## config.mk

```make
export PLATFORM = sky130hd
export DESIGN_NAME = sms_card_ring_trigger_flat
export DESIGN_NICKNAME = d
export VERILOG_FILES = /design/src/rtl/sms_card_ring_trigger_if.sv /design/src/rtl/sms_card_ring_trigger.sv /design/src/flat_wrapper.sv
export SDC_FILE = /design/constraint.sdc
export NUM_CORES = 1
export LEC_CHECK = 0
export ABC_AREA = 1
export CAP_MARGIN = 20
export CORE_AREA = 5 5 42 44
export DETAILED_ROUTE_END_ITERATION = 12
export DIE_AREA = 0 0 47 49
export DONT_BUFFER_PORTS = 1
export PLACE_DENSITY_LB_ADDON = 0.1
export SYNTH_ARGS = -nofsm -noshare
export SYNTH_HDL_FRONTEND = slang
export SYNTH_SLANG_ARGS = --single-unit
```

## constraint.sdc

```tcl
create_clock -name clk -period 1.5 [get_ports clk]
set_input_delay 0.3 -clock clk [delete_from_list [all_inputs] [get_ports clk]]
set_output_delay 0.3 -clock clk [all_outputs]
set_load 0.02 [all_outputs]
```

## src/rtl/sms_card_ring_trigger_if.sv

```systemverilog
// Ring trigger card bus: advance, inhibit, direction and preset lines
// in; one-hot position, inverter-drive position and wrap carry out.
interface sms_card_ring_trigger_if #(
    parameter int POSITIONS = 4
);
    logic                 adv_n;
    logic                 inh_n;
    logic                 dir;
    logic                 set_n;
    logic [POSITIONS-1:0] pos;
    logic [POSITIONS-1:0] pos_n;
    logic                 carry;

    modport master (
        output adv_n, inh_n, dir, set_n,
        input  pos, pos_n, carry
    );

    modport slave (
        input  adv_n, inh_n, dir, set_n,
        output pos, pos_n, carry
    );
endinterface

```

## src/rtl/sms_card_ring_trigger.sv

```systemverilog
// One-hot ring counter stepped by falling edges on adv_n.
// SMS_RING_OPEN_COLLECTOR_EN: pos_n drives 0 when active, z otherwise.
module sms_card_ring_trigger #(
    parameter int POSITIONS = 4,
    parameter int RESET_POS = 0
) (
    input logic                    clk,
    input logic                    rst,
    sms_card_ring_trigger_if.slave ring
);
    localparam int P = POSITIONS;
    localparam logic [P-1:0] POS0 = P'(1);
    localparam logic [P-1:0] POSR = P'(1) << RESET_POS;

    // Card inputs have pull-ups: only a clean 0 is low.
    function automatic logic pu(input logic v);
        return (v === 1'b0) ? 1'b0 : 1'b1;
    endfunction

    logic         adv_r, inh_r, dir_r, set_r;
    logic         adv_prev_q;
    logic         adv_fall;
    logic         onehot;
    logic [P-1:0] pos_q, pos_d;
    logic         carry_q, carry_d;

    assign adv_r = pu(ring.adv_n);
    assign inh_r = pu(ring.inh_n);
    assign dir_r = pu(ring.dir);
    assign set_r = pu(ring.set_n);

    assign adv_fall = adv_prev_q & ~adv_r;
    assign onehot   = (pos_q != '0) && ((pos_q & (pos_q - P'(1))) == '0);

    always_comb begin
        pos_d   = pos_q;
        carry_d = 1'b0;
        if (!set_r) begin
            pos_d = POS0;
        end else if (adv_fall) begin
            // Corrupted ring recovers to position 0 on the next edge.
            if (!onehot) begin
                pos_d = POS0;
            end else if (!inh_r) begin
                pos_d = pos_q;
            end else if (dir_r) begin
                pos_d   = {pos_q[P-2:0], pos_q[P-1]};
                carry_d = pos_q[P-1];
            end else begin
                pos_d   = {pos_q[0], pos_q[P-1:1]};
                carry_d = pos_q[0];
            end
        end
    end

    always_ff @(posedge clk or posedge rst) begin
        if (rst) begin
            pos_q      <= POSR;
            carry_q    <= 1'b0;
            adv_prev_q <= 1'b1;
        end else begin
            pos_q      <= pos_d;
            carry_q    <= carry_d;
            adv_prev_q <= adv_r;
        end
    end

    assign ring.pos   = pos_q;
    assign ring.carry = carry_q;

`ifdef SMS_RING_OPEN_COLLECTOR_EN
    for (genvar i = 0; i < P; i++) begin : g_oc
        assign ring.pos_n[i] = pos_q[i] ? 1'b0 : 1'bz;
    end
`else
    assign ring.pos_n = ~pos_q;
`endif
endmodule

```

## src/flat_wrapper.sv

```systemverilog
// flat-port wrapper written by rule: the top's interface ports become plain ports
module sms_card_ring_trigger_flat 
#(
    parameter int POSITIONS = 4,
    parameter int RESET_POS = 0
)
  (clk, rst, ring_adv_n, ring_inh_n, ring_dir, ring_set_n, ring_pos, ring_pos_n, ring_carry);
  sms_card_ring_trigger_if #(.POSITIONS(POSITIONS)) ring_i ();
  input logic clk;
  input logic rst;
  input wire logic [$bits(ring_i.adv_n)-1:0] ring_adv_n;
  input wire logic [$bits(ring_i.inh_n)-1:0] ring_inh_n;
  input wire logic [$bits(ring_i.dir)-1:0] ring_dir;
  input wire logic [$bits(ring_i.set_n)-1:0] ring_set_n;
  output wire logic [$bits(ring_i.pos)-1:0] ring_pos;
  output wire logic [$bits(ring_i.pos_n)-1:0] ring_pos_n;
  output wire logic [$bits(ring_i.carry)-1:0] ring_carry;
  assign ring_i.adv_n = ring_adv_n;
  assign ring_i.inh_n = ring_inh_n;
  assign ring_i.dir = ring_dir;
  assign ring_i.set_n = ring_set_n;
  assign ring_pos = ring_i.pos;
  assign ring_pos_n = ring_i.pos_n;
  assign ring_carry = ring_i.carry;
  sms_card_ring_trigger #(.POSITIONS(POSITIONS), .RESET_POS(RESET_POS)) u_core (.clk(clk), .rst(rst), .ring(ring_i));
endmodule
```

After elaboration in Yosys (flattened, before gate mapping)
Index checks and enable logic that the tools add are counted.
{"block": "word_totals", "ff_bits": 6, "word_cells": 28, "input_bits": 6, "out_inout_bits": 9}
{"block": "classes", "addsub": 1, "eq_ne": 5, "bitwise": 3, "reduce_logical": 5, "n_mux": 11}
{"op": "2-to-1 mux 4 bit", "n": 5}
{"op": "2-to-1 mux 1 bit", "n": 6}
{"op": "bitwise AND 4 bit", "n": 1}
{"op": "=== test 1 bit, second input constant", "n": 4}
{"op": "logical NOT 4 bit", "n": 1}
{"op": "inverter 4 bit", "n": 1}
{"op": "nonzero test 4 bit", "n": 1}
{"op": "subtractor 4 x 1 -> 4 bit, second input constant", "n": 1}
{"op": "!= test 3 bit, second input constant", "n": 1}
{"op": "AND reduction 2 bit", "n": 1}
{"op": "nonzero test 2 bit", "n": 1}
{"op": "bitwise AND 1 bit", "n": 1}
{"op": "logical AND 1 bit", "n": 1}

Longest topological paths before layout
Gate-level depths: netlist of the first run.
{"block": "logic_depth", "ltp_word": 7, "mapped_depth": 8, "depth_no_buf": 8}

Worst setup path before layout of the first run
Ideal clock, no wire load.
{"block": "synth_timing", "path_type": "reg2reg", "start": "register u_core.pos_q[2], in the netlist u_core.ring.pos[2]", "end": "register u_core.pos_q[3], in the netlist u_core.ring.pos[3]", "path_stages_with_launch": 9, "required_time_ns": 1.382, "path_buffers": 0, "arrival_time_ns": 1.127, "setup_time_ns": 0.118, "period_less_slack_ns": 1.245, "setup_slack_ns": 0.255, "cell_sequence": "dfrtp_1 > inv_1 > nand2_2 > nand2_2 > nand2_4 > nand3_2 > nand2_2 > nand2_1 > nand2_1"}
{"block": "synth_between", "elab_chain_cells": 7, "elab_cells_between_ends": 12, "cone_classes": "add/sub: 1; eq/ne: 1; mux: 5; bitwise: 1; reduce/logical: 4"}
{"element": "start, declared", "line_no": "sms_card_ring_trigger.sv:24", "source": "logic [P-1:0] pos_q, pos_d;"}
{"element": "start signal, assigned", "line_no": "sms_card_ring_trigger.sv:62", "source": "pos_q <= pos_d;"}
{"element": "subtractor 4 x 1 -> 4 bit", "line_no": "sms_card_ring_trigger.sv:33", "source": "assign onehot = (pos_q != '0) && ((pos_q & (pos_q - P'(1))) == '0);"}
{"element": "bitwise AND 4 bit", "line_no": "sms_card_ring_trigger.sv:33"}
{"element": "logical NOT 4 bit", "line_no": "sms_card_ring_trigger.sv:33"}
{"element": "logical AND 1 bit", "line_no": "sms_card_ring_trigger.sv:33"}
{"element": "2-to-1 mux 4 bit", "line_no": "sms_card_ring_trigger.sv:42", "source": "if (!onehot) begin"}
{"element": "2-to-1 mux 4 bit", "line_no": "sms_card_ring_trigger.sv:40", "source": "end else if (adv_fall) begin"}
{"element": "2-to-1 mux 4 bit", "line_no": "sms_card_ring_trigger.sv:38", "source": "if (!set_r) begin"}
Parallel ways exist; a longest one is shown, timed or not. The select of a mux whose other input is x is not followed.
A chain may end at the register's enable or synchronous reset.

Worst setup path after layout of the first run
{"block": "layout_timing", "start": "register u_core.pos_q[2], in the netlist u_core.ring.pos[2]", "end": "output port ring_pos_n[2]"}
{"block": "layout_between", "elab_chain_cells": 1}
{"element": "inverter 4 bit", "line_no": "sms_card_ring_trigger.sv:76", "source": "assign ring.pos_n = ~pos_q;"}
{"element": "end, declared", "line_no": "flat_wrapper.sv:16", "source": "output wire logic [$bits(ring_i.pos_n)-1:0] ring_pos_n;"}
Every way passes these cells.

==> results by group, run 1 <==
Outcome
  – Outcome: finished clean

Die
  – Initial Util: approximately 26%
  – I/O pin cnt: 15
  – Die height: 49 µm
  – DIE AREA: 0.00230 mm²
  – Core ar.: 0.00140 mm²
  – Row Count: 14
  – Die X: 47 µm

Logic synthesis
  – Share of the synthesized area in the top cell type: 27.6%
  – Total nets after synthesis: 56
  – Largest family of logic cells by synthesized area: simple AND/OR/NAND/NOR gates
  – Post-Synth Simple-Gate Area: roughly two fifths
  – Post-Syn Area: between 300 and 400 µm²
  – Number of synthesis warnings: 0
  – Post-synthesis mux area share: 0%
  – Netlist cell types: 13
  – Post-synthesis sequential area ratio: 42.1%
  – Compound-cell area share of the yosys netlist: just over 8%
  – Top cells by area, synth: dfrtp_1 (28%), dfstp_2 (14%), nand2_1 (13%)
  – Post-synthesis register bit count: 6
  – Mapped Cells: 50
  – Largest area contributor in the netlist: dfrtp_1
  – Syn avg cell area: around 7.3 µm²
  – Synth Area in Adders: 0%
  – Xor/xnor share of the synthesized area: 0%

Drt
  – DR WL/cell: around 11 µm
  – Drt pass-1 iters: 2
  – Vias per cell: around 4.4
  – Residual DRC count: 0
  – Iteration-0 DRC Markers: 3
  – Total Wirelength: 831 µm
  – Via Count: approximately 320
  – Final ANT Viol Nets: 0

Place
  – Pre-CTS setup slack: 0.253 ns
  – Routability congestion estimate: 0.728
  – # port buffers: 0
  – Post-DP HPWL: slightly above 700 µm

STA
  – RSZ-0062 raised after global routing: no
  – Worst-Margin Slew: 0.310 ns
  – Min Tclk post-route: 1.36 ns
  – Slew Limit Fails: 0
  – Fin worst setup slack: between 0.1 and 0.15 ns
  – Fin Setup TNS: 0 ns
  – Fmax: ~730 MHz
  – Relative slew slack: 79.3%
  – Final setup fails: 0
  – Final Cycle Share: between 90% and 100%
  – Fin Clk Skew: 0.00113 ns
  – Final hold viol count: 0
  – Hold WS: around 0.058 ns

Clocking
  – CTS sink cnt: 6
  – Worst skew pair latency: 0.24 ns
  – Clock-pin slew on the worst setup and hold paths: approximately 0.04 ns
  – CTS tree: done
  – Longest Clk Path Bufs: 2
  – TritonCTS Buffers: 3
  – Post_cts resized: 0
  – H-Tree Depth: 1
  – Clock root cell: clkbuf_4

Min path
  – Min-Delay Path Class: input port to flop
  – Hold Path End: u_core.adv_prev_q
  – Hold Startpoint: ring_adv_n
  – Hold depth: 0

Setup path
  – WP buf/inv: 2
  – CP arrival: about 1.1 ns
  – Crit-path slowest cell: dfrtp_1
  – CP Max Fanout: 5
  – RR Startpoint: u_core.ring.pos[2]
  – Reg-to-Reg End: u_core.ring.pos[2]
  – R2R depth: 8
  – CP cell instances: inv_1 -> buf_4
  – Critical path class: flop to output pin
  – CP Launch Type: flop
  – R2R setup slack: roughly 0.27 ns
  – Delay-heaviest family, CP: flip-flops
  – CP Data Required Time: about 1.2 ns
  – Critical path's largest stage delay: 0.51 ns
  – Critical Path Sink Type: output pin

Global route
  – GRT Resource Usage Total: under 10%
  – First-pass GRT wire length: 1.49 mm
  – Vias in the first global route: between 300 and 400
  – Largest net degree at the start of global routing: 8
  – Initial antenna violation count: 0
  – Remaining global-route overflow: 0

Cells and area
  – Share of layout cells above drive strength 1: between 30% and 40%
  – NumNets Final: 66
  – ANT cells: 0
  – Synthesis-to-layout area growth: 22.8%

Flow run
  – Max-Cap Viols: 0

Power and ir drop
  – Leak: 0.228 nW
  – PD cells: approximately 910 mW/mm²
  – Peak supply drop: between 0.0003 and 0.0004 V
[cell usage in the layout (no fill, tap or decap)]
master	instances
nand3_2	1
clkbuf_4	3
nand2_1	13
dfrtp_1	4
nand2_4	1
nand3_1	1
dlygate4sd3_1	1
nand2_2	6
inv_1	6
inv_2	2
dfstp_2	2
buf_4	4
o21ai_0	2
a21oi_1	4
nor2_1	5
nand4_1	3
[per-layer routing]
layer,vias up,track usage (%),share of wire (%)
met5,-,0,0
met4,0,6.91,0
met3,0,4.06,11
met2,11,12.4,51
met1,139,10.3,38
li1,174,-,-
[synthesized netlist by cell type (all sizes together)]
library cell / number
a21oi: 4
dfrtp: 4
dfstp: 2
inv: 8
nand2: 20
nand3: 2
nand4: 3
nor2: 5
o21ai: 2
[report_power, final]
group	switching [W]	leakage [nW]	total, W	internal, W
logic	0.0000531	0.138	0.0000803	0.0000272
clock network	0.0000513	0.0138	0.000141	0.0000900
registers	0.0000104	0.0764	0.000183	0.000172
total	0.000115	0.228	0.000404	0.000290
[area by class of cell]
class	instances	area, µm²
Fill cell	164	956
Multi-Input combinational cell	36	180
Sequential cell	6	153
Timing Repair Buffer	5	40.0
Inverter	8	30.0
Clock buffer	3	22.5
Tap cell	16	20.0
[stage by stage]
stage,std cells,power [W],util (%),cell area (µm²)
floorplan,50,0.000245,-,363
global placement,70,0.000267,29.5,413
detailed placement,70,0.000265,29.5,413
CTS,74,0.000418,31.8,445
global route,74,0.000442,31.8,445
finish,74,0.000404,31.8,445
[worst register-to-register path, stage by stage, from the launching register on]
cell	delay (ns)
dfrtp_1	0.51
inv_1	0.13
nand2_2	0.11
nand2_2	0.06
nand2_4	0.07
nand3_2	0.06
nand2_2	0.09
nand2_1	0.05
nand2_1	0.07
[worst max path at each step]
stage | start | endpoint | slack, ns | cells past startpoint
6_report | u_core.ring.pos[2] | ring_pos_n[2] | 0.14 | 2
5_1_grt | u_core.ring.pos[2] | ring_pos_n[2] | 0.03 | 2
4_1_cts | u_core.ring.pos[2] | ring_pos_n[2] | 0.10 | 2
3_5_place_dp | u_core.ring.pos[2] | u_core.ring.pos[1] | 0.25 | 8
3_3_place_gp | u_core.ring.pos[2] | u_core.ring.carry | 0.26 | 6
2_1_floorplan | u_core.ring.pos[2] | u_core.ring.pos[3] | 0.25 | 8
[what timing repair did]
| item | 4_1_cts | 5_1_grt |
|---|---|---|
| endpoints found under the setup margin | 0 | 0 |
| setup buffers | 0 | 0 |
| hold buffers | 1 | 0 |
| hold endpoints to repair | 4 | 0 |
[cell families after synthesis]
family / count (synthesis)
buffers and inverters: 8
and+or+nand+nor: 30
AOI/OAI and AO/OA: 6
DFF: 6
[state kept, by name, indices dropped and copies added, names as in the netlist]
name,flops
u_core.ring.pos,4
u_core.adv_prev_q,1
u_core.ring.carry,1
Power figures use the tool's default switching activity.
==> inputs of run 2 (changes only) <==
- SETUP_SLACK_MARGIN: unset -> 0.1
==> run 2 against run 1 <==
Combinational power hardly changed. Final cell count unchanged. Clock power hardly changed. Maximum frequency rose by 6.0%. First-iteration DRC count stayed put. Sequential share of layout area grew 0.37 points. Total power up 0.12%. Die area stayed put. Global-route usage unchanged. Cell area is 0.56% higher. Sequential cell count unchanged. Critical path depth stayed put. Largest cell class unchanged.
==> results by group, run 2 (synthesis gave the netlist of run 1 again) <==
Clocking
  – Clock-pin slew on the worst setup and hold paths: 0.04 ns (about the same)
  – Worst skew pair latency: 0.24 ns (about the same)
  – CTS sink cnt: 6 (unchanged)
  – Clock root cell: clkbuf_4
  – Longest Clk Path Bufs: 2 (unchanged)
  – H-Tree Depth: 1 (unchanged)
  – CTS tree: done
  – TritonCTS Buffers: 3 (unchanged)

Drt
  – Total Wirelength: 831 µm (unchanged)
  – Iteration-0 DRC Markers: 3 (unchanged)
  – Highest Signal Layer: met3
  – Wire length on met2: 422 µm (unchanged)
  – Routed wl met3: 94 µm (unchanged)
  – Via Count: 324 (unchanged)
  – Final ANT Viol Nets: 0 (unchanged)
  – Residual DRC count: 0 (unchanged)
  – Metal-1 WL: 314 µm (unchanged)
  – Vias per cell: 4.38 (unchanged)
  – DR WL/cell: 11.2 µm (unchanged)
  – Drt pass-1 iters: 2 (unchanged)

Cells and area
  – Synthesis-to-layout area growth: 23.4%
  – ANT cells: 0 (unchanged)
  – Multi-input logic area: 180 µm² (unchanged)
  – Post-Route Utilization: 32.0% (+0.18 points)
  – Share of layout cells above drive strength 1: 36.2% (+3.4 points)
  – NumNets Final: 66 (unchanged)
  – Commonest non-fill, non-tap cell in the layout: nand2_1
  – Post-Layout Cell Count: 74 (unchanged)
  – Most frequent cells in the layout: nand2_1 (13), inv_1 (6), nand2_2 (6)
  – Filler cell count: 166 (+1.2%)
  – Max FFs per register: 4 (unchanged)
  – Sequential cell area: 155 µm² (+1.6%)

STA
  – Final hold viol count: 0 (unchanged)
  – Hold WS: 0.0584 ns (+0.00000610 ns)
  – Min Tclk post-route: 1.29 ns (-0.0778 ns)
  – Worst-Margin Slew: 0.230 ns (-0.0802 ns)
  – RSZ-0062 raised after global routing: no
  – Final Cycle Share: 85.7% (-5.2 points)
  – Fin Clk Skew: 0.00112 ns (-0.00000500 ns)
  – Slew Limit Fails: 0 (unchanged)
  – Final setup fails: 0 (unchanged)
  – Fmax: 778 MHz (+6.0%)
  – Relative slew slack: 84.6% (+5.3 points)
  – Fin Setup TNS: 0 ns (unchanged)

Power and ir drop
  – Peak supply drop: 0.000330 V (+0.21%)
  – Leak: 0.225 nW (-1.4%)
  – PD cells: 904 mW/mm² (-0.44%)

Setup path
  – CP arrival: 0.99 ns (-0.07 ns)
  – Critical path class: flop to output pin
  – Critical Path Sink Type: output pin
  – CP Max Fanout: 5 (unchanged)
  – CP Data Required Time: 1.20 ns (about the same)
  – CP Launch Type: flop

Global route
  – Vias in the first global route: 348 (unchanged)
  – Largest net degree at the start of global routing: 8 (unchanged)
  – Remaining global-route overflow: 0 (unchanged)
  – First-pass GRT wire length: 1.49 mm (unchanged)
  – GRT Resource Usage Total: 9.00% (unchanged)
  – Initial antenna violation count: 0 (unchanged)

Die
  – Row Count: 14 (unchanged)
  – Die X: 47 µm (unchanged)
  – Initial Util: 25.9% (unchanged)
  – DIE AREA: 0.00230 mm² (unchanged)
  – I/O pin cnt: 15 (unchanged)
  – Die height: 49 µm (unchanged)
  – Core ar.: 0.00140 mm² (unchanged)

Min path
  – Min-Delay Path Class: input port to flop

Flow run
  – Max-Cap Viols: 0 (unchanged)

Place
  – Routability congestion estimate: 0.728 (unchanged)
  – Placed insts: 70 (unchanged)
  – Post-DP HPWL: 720 µm (unchanged)
  – # port buffers: 0 (unchanged)

Outcome
  – Outcome: finished clean
[run 2: cell types whose count changed in the layout (fill, tap and decap cells not counted)]
cell | previous run | this run
dfrtp_1 | 4 | 2
dfrtp_2 | 0 | 2
[run 2: final timing paths]
| path | startpoint | endpoint | slack, ns | depth (start not counted) |
|---|---|---|---|---|
| worst max register to register | u_core.ring.pos[0] | u_core.ring.pos[2] | 0.30 | 8 |
| min in group asynchronous | rst | u_core.ring.pos[2] | 0.41 | 2 |
| worst min-delay path | ring_adv_n | u_core.adv_prev_q | 0.06 | 0 |
| max in group asynchronous | rst | u_core.ring.pos[0] | 0.84 | 2 |
| worst min register to register | u_core.ring.pos[3] | u_core.ring.pos[3] | 0.59 | 2 |
| worst max-delay path | u_core.ring.pos[2] | ring_pos_n[2] | 0.21 | 2 |
[run 2: routing by layer]
metal	up-vias	track usage, %
met1	139	10.3
met2	11	12.4
met3	0	4.06
met4	0	6.91
met5	-	0
li1	174	-
[run 2: layout make-up]
type                            instances  share of cell area, %
Clock buffer                            3                   5.03
Inverter                                8                   6.70
Multi-Input combinational cell         36                   40.2
Sequential cell                         6                   34.6
Tap cell                               16                   4.47
Timing Repair Buffer                    5                   8.94
[run 2: power breakdown]
group	total (W)	switching (W)	internal, W
combinational	0.0000803	0.0000531	0.0000273
clock	0.000141	0.0000513	0.0000900
sequential	0.000183	0.0000104	0.000173
total	0.000405	0.000115	0.000290
[run 2: what timing repair did]
| item | in CTS | in global routing |
|---|---|---|
| endpoints found under the hold margin | 4 | 0 |
| gates resized for setup | 0 | 2 |
| setup buffers | 0 | 0 |
| setup endpoints to repair | 0 | 2 |
| hold buffers | 1 | 0 |
[run 2: worst max-delay path: stages, from the launching register on]
cell and delay (ns):
dfrtp_2 0.47, inv_1 0.13, buf_4 0.15
[run 2: metrics by stage]
step	area [µm²]	setup slack, ns	total power (W)
after floorplan	363	0.255	0.000245
after global placement	413	0.258	0.000267
after detailed placement	413	0.253	0.000265
after CTS	445	0.103	0.000418
after global routing	448	0.134	0.000443
final	448	0.214	0.000405
==> inputs of run 3 (changes only) <==
- clock period: 1.5 -> 1.6 ns (I/O delays scaled with it)
==> run 3 against run 2 <==
Sequential power decreased by 4%. Cell area shrank 3.1%. Register-to-register slack worse by 0.02 ns. Clock power rose by 6%. Non-clock buffer count is 2 lower. Global-route usage fell by 1.1 points. First-iteration DRC count grew to 3.3 times the previous value. Highest routed layer unchanged.
==> results by group, run 3 (synthesis gave the netlist of run 1 again) <==
Min path
  – Hold depth: 0 (unchanged)
  – Hold Startpoint: ring_adv_n
  – Min-Delay Path Class: input port to flop
  – Hold Path End: u_core.adv_prev_q

Clocking
  – Clock root cell: clkbuf_4
  – Hold buffer count at cts: 1 (unchanged)
  – Clock-pin slew on the worst setup and hold paths: 0.05 ns (about the same)
  – Post_cts resized: 0 (unchanged)
  – CTS sink cnt: 6 (unchanged)
  – H-Tree Depth: 1 (unchanged)
  – TritonCTS Buffers: 3 (unchanged)
  – Post-CTS Setup Bufs: 0 (unchanged)
  – Longest Clk Path Bufs: 2 (unchanged)
  – CTS tree: done
  – Worst skew pair latency: 0.24 ns (about the same)

Setup path
  – CP Launch Type: flop
  – Critical path class: flop to output pin
  – R2R setup slack: 0.28 ns (-0.02 ns)
  – R2R depth: 7 (-1)
  – Critical Path Sink Type: output pin
  – CP arrival: 1.09 ns (+0.10 ns)
  – CP Max Fanout: 5 (unchanged)
  – RR Startpoint: u_core.ring.pos[0]
  – Reg-to-Reg End: u_core.ring.pos[0]
  – CP Data Required Time: 1.28 ns (+0.08 ns)

Die
  – DIE AREA: 0.00230 mm² (unchanged)
  – Die X: 47 µm (unchanged)
  – I/O pin cnt: 15 (unchanged)
  – Row Count: 14 (unchanged)
  – Die height: 49 µm (unchanged)
  – Core ar.: 0.00140 mm² (unchanged)
  – Initial Util: 25.9% (unchanged)

STA
  – Slew Limit Fails: 0 (unchanged)
  – RSZ-0062 raised after global routing: no
  – Fin Clk Skew: 0.00572 ns (+0.00460 ns)
  – Fin Setup TNS: 0 ns (unchanged)
  – Relative slew slack: 77.2% (-7.4 points)
  – Worst-Margin Slew: 0.342 ns (+0.112 ns)
  – Final setup fails: 0 (unchanged)
  – Fmax: approximately 700 MHz
  – Final hold viol count: 0 (unchanged)
  – Min Tclk post-route: about 1.4 ns
  – Hold WS: 0.0779 ns (+0.0196 ns)
  – Final Cycle Share: 87.9%

Global route
  – Largest net degree at the start of global routing: 8 (unchanged)
  – Vias in the first global route: 308 (-11%)
  – First-pass GRT wire length: 1.32 mm (-12%)
  – GRT Resource Usage Total: 7.93% (-1.1 points)
  – Remaining global-route overflow: 0 (unchanged)
  – Initial antenna violation count: 0 (unchanged)

Drt
  – Residual DRC count: 0 (unchanged)
  – Total Wirelength: 830 µm (-0.12%)
  – Via Count: 324 (unchanged)
  – Final ANT Viol Nets: 0 (unchanged)
  – Drt pass-1 iters: 4 (+2)
  – DR WL/cell: 11.4 µm (+1.2%)
  – Vias per cell: 4.44 (+1.4%)
  – Iteration-0 DRC Markers: 10 (+7)

Flow run
  – Max-Cap Viols: 0 (unchanged)

Cells and area
  – Share of layout cells above drive strength 1: 29.8% (-6.4 points)
  – Post-Layout Cell Count: 73 (-1.4%)
  – Commonest non-fill, non-tap cell in the layout: nand2_1
  – Synthesis-to-layout area growth: 19.7%
  – NumNets Final: 64 (-3.0%)
  – ANT cells: 0 (unchanged)
  – Max FFs per register: 4 (unchanged)
  – Most frequent cells in the layout: nand2_1 (13), inv_1 (6), nand2_2 (6)

Power and ir drop
  – PD cells: 904 mW/mm² (about the same)
  – Final Power: 0.000392 W (-3.1%)
  – Peak supply drop: 0.000348 V (+5.5%)
  – Leak: 0.220 nW (-2.3%)

Place
  – Routability congestion estimate: 0.776 (+6.6%)
  – Placed insts: 68 (-2.9%)
  – Post-DP HPWL: 706 µm (-2.1%)
  – # port buffers: 0 (unchanged)

Outcome
  – Outcome: finished clean
==> run 3: cell types whose count changed in the layout (fill, tap and decap cells not counted) <==
cell,before,now
clkbuf_1,0,1
dfrtp_2,2,0
buf_4,4,2
dfrtp_1,2,4
==> run 3: layout make-up <==
type,instances,area (µm²)
well taps,16,20.0
inverters,8,30.0
fillers,172,967
clock buffers,4,26.3
multi-input cells,36,180
repair buffers,3,25.0
flip-flops and latches,6,153
==> run 3: layer usage <==
layer	track usage (%)	routed length, µm
met1	9.40	353
met3	3.32	78
met5	0	0
met4	4.15	0
met2	11.8	398
==> run 3: worst max-delay path by stage <==
| stage | start | to | cells past startpoint | slack, ns |
|---|---|---|---|---|
| floorplan | u_core.ring.pos[2] | u_core.ring.pos[3] | 8 | 0.35 |
| finish | u_core.ring.pos[2] | ring_pos_n[2] | 2 | 0.19 |
| global route | u_core.ring.pos[2] | ring_pos_n[2] | 2 | 0.11 |
| CTS | u_core.ring.pos[2] | ring_pos_n[2] | 2 | 0.16 |
| detailed placement | u_core.ring.pos[0] | u_core.ring.pos[0] | 7 | 0.27 |
| global placement | u_core.ring.pos[0] | u_core.ring.pos[0] | 7 | 0.28 |
==> run 3: power by group <==
| group | switching, W | internal [W] | leakage [nW] |
|---|---|---|---|
| Combinational | 0.0000445 | 0.0000217 | 0.128 |
| Clock | 0.0000554 | 0.0000945 | 0.0150 |
| Sequential | 0.0000148 | 0.000162 | 0.0764 |
| Total | 0.000115 | 0.000278 | 0.220 |
==> run 3: stage by stage <==
| step | setup WS (ns) | area, µm² | util, % |
|---|---|---|---|
| global route | 0.110 | 434 | 31.0 |
| finish | 0.194 | 434 | 31.0 |
| global placement | 0.276 | 398 | 28.4 |
| floorplan | 0.355 | 363 | - |
| detailed placement | 0.265 | 398 | 28.4 |
| CTS | 0.161 | 434 | 31.0 |
==> run 3: worst max-delay path, stage by stage, from the launching register on <==
cell	delay [ns]
dfrtp_1	0.52
inv_1	0.14
buf_4	0.18
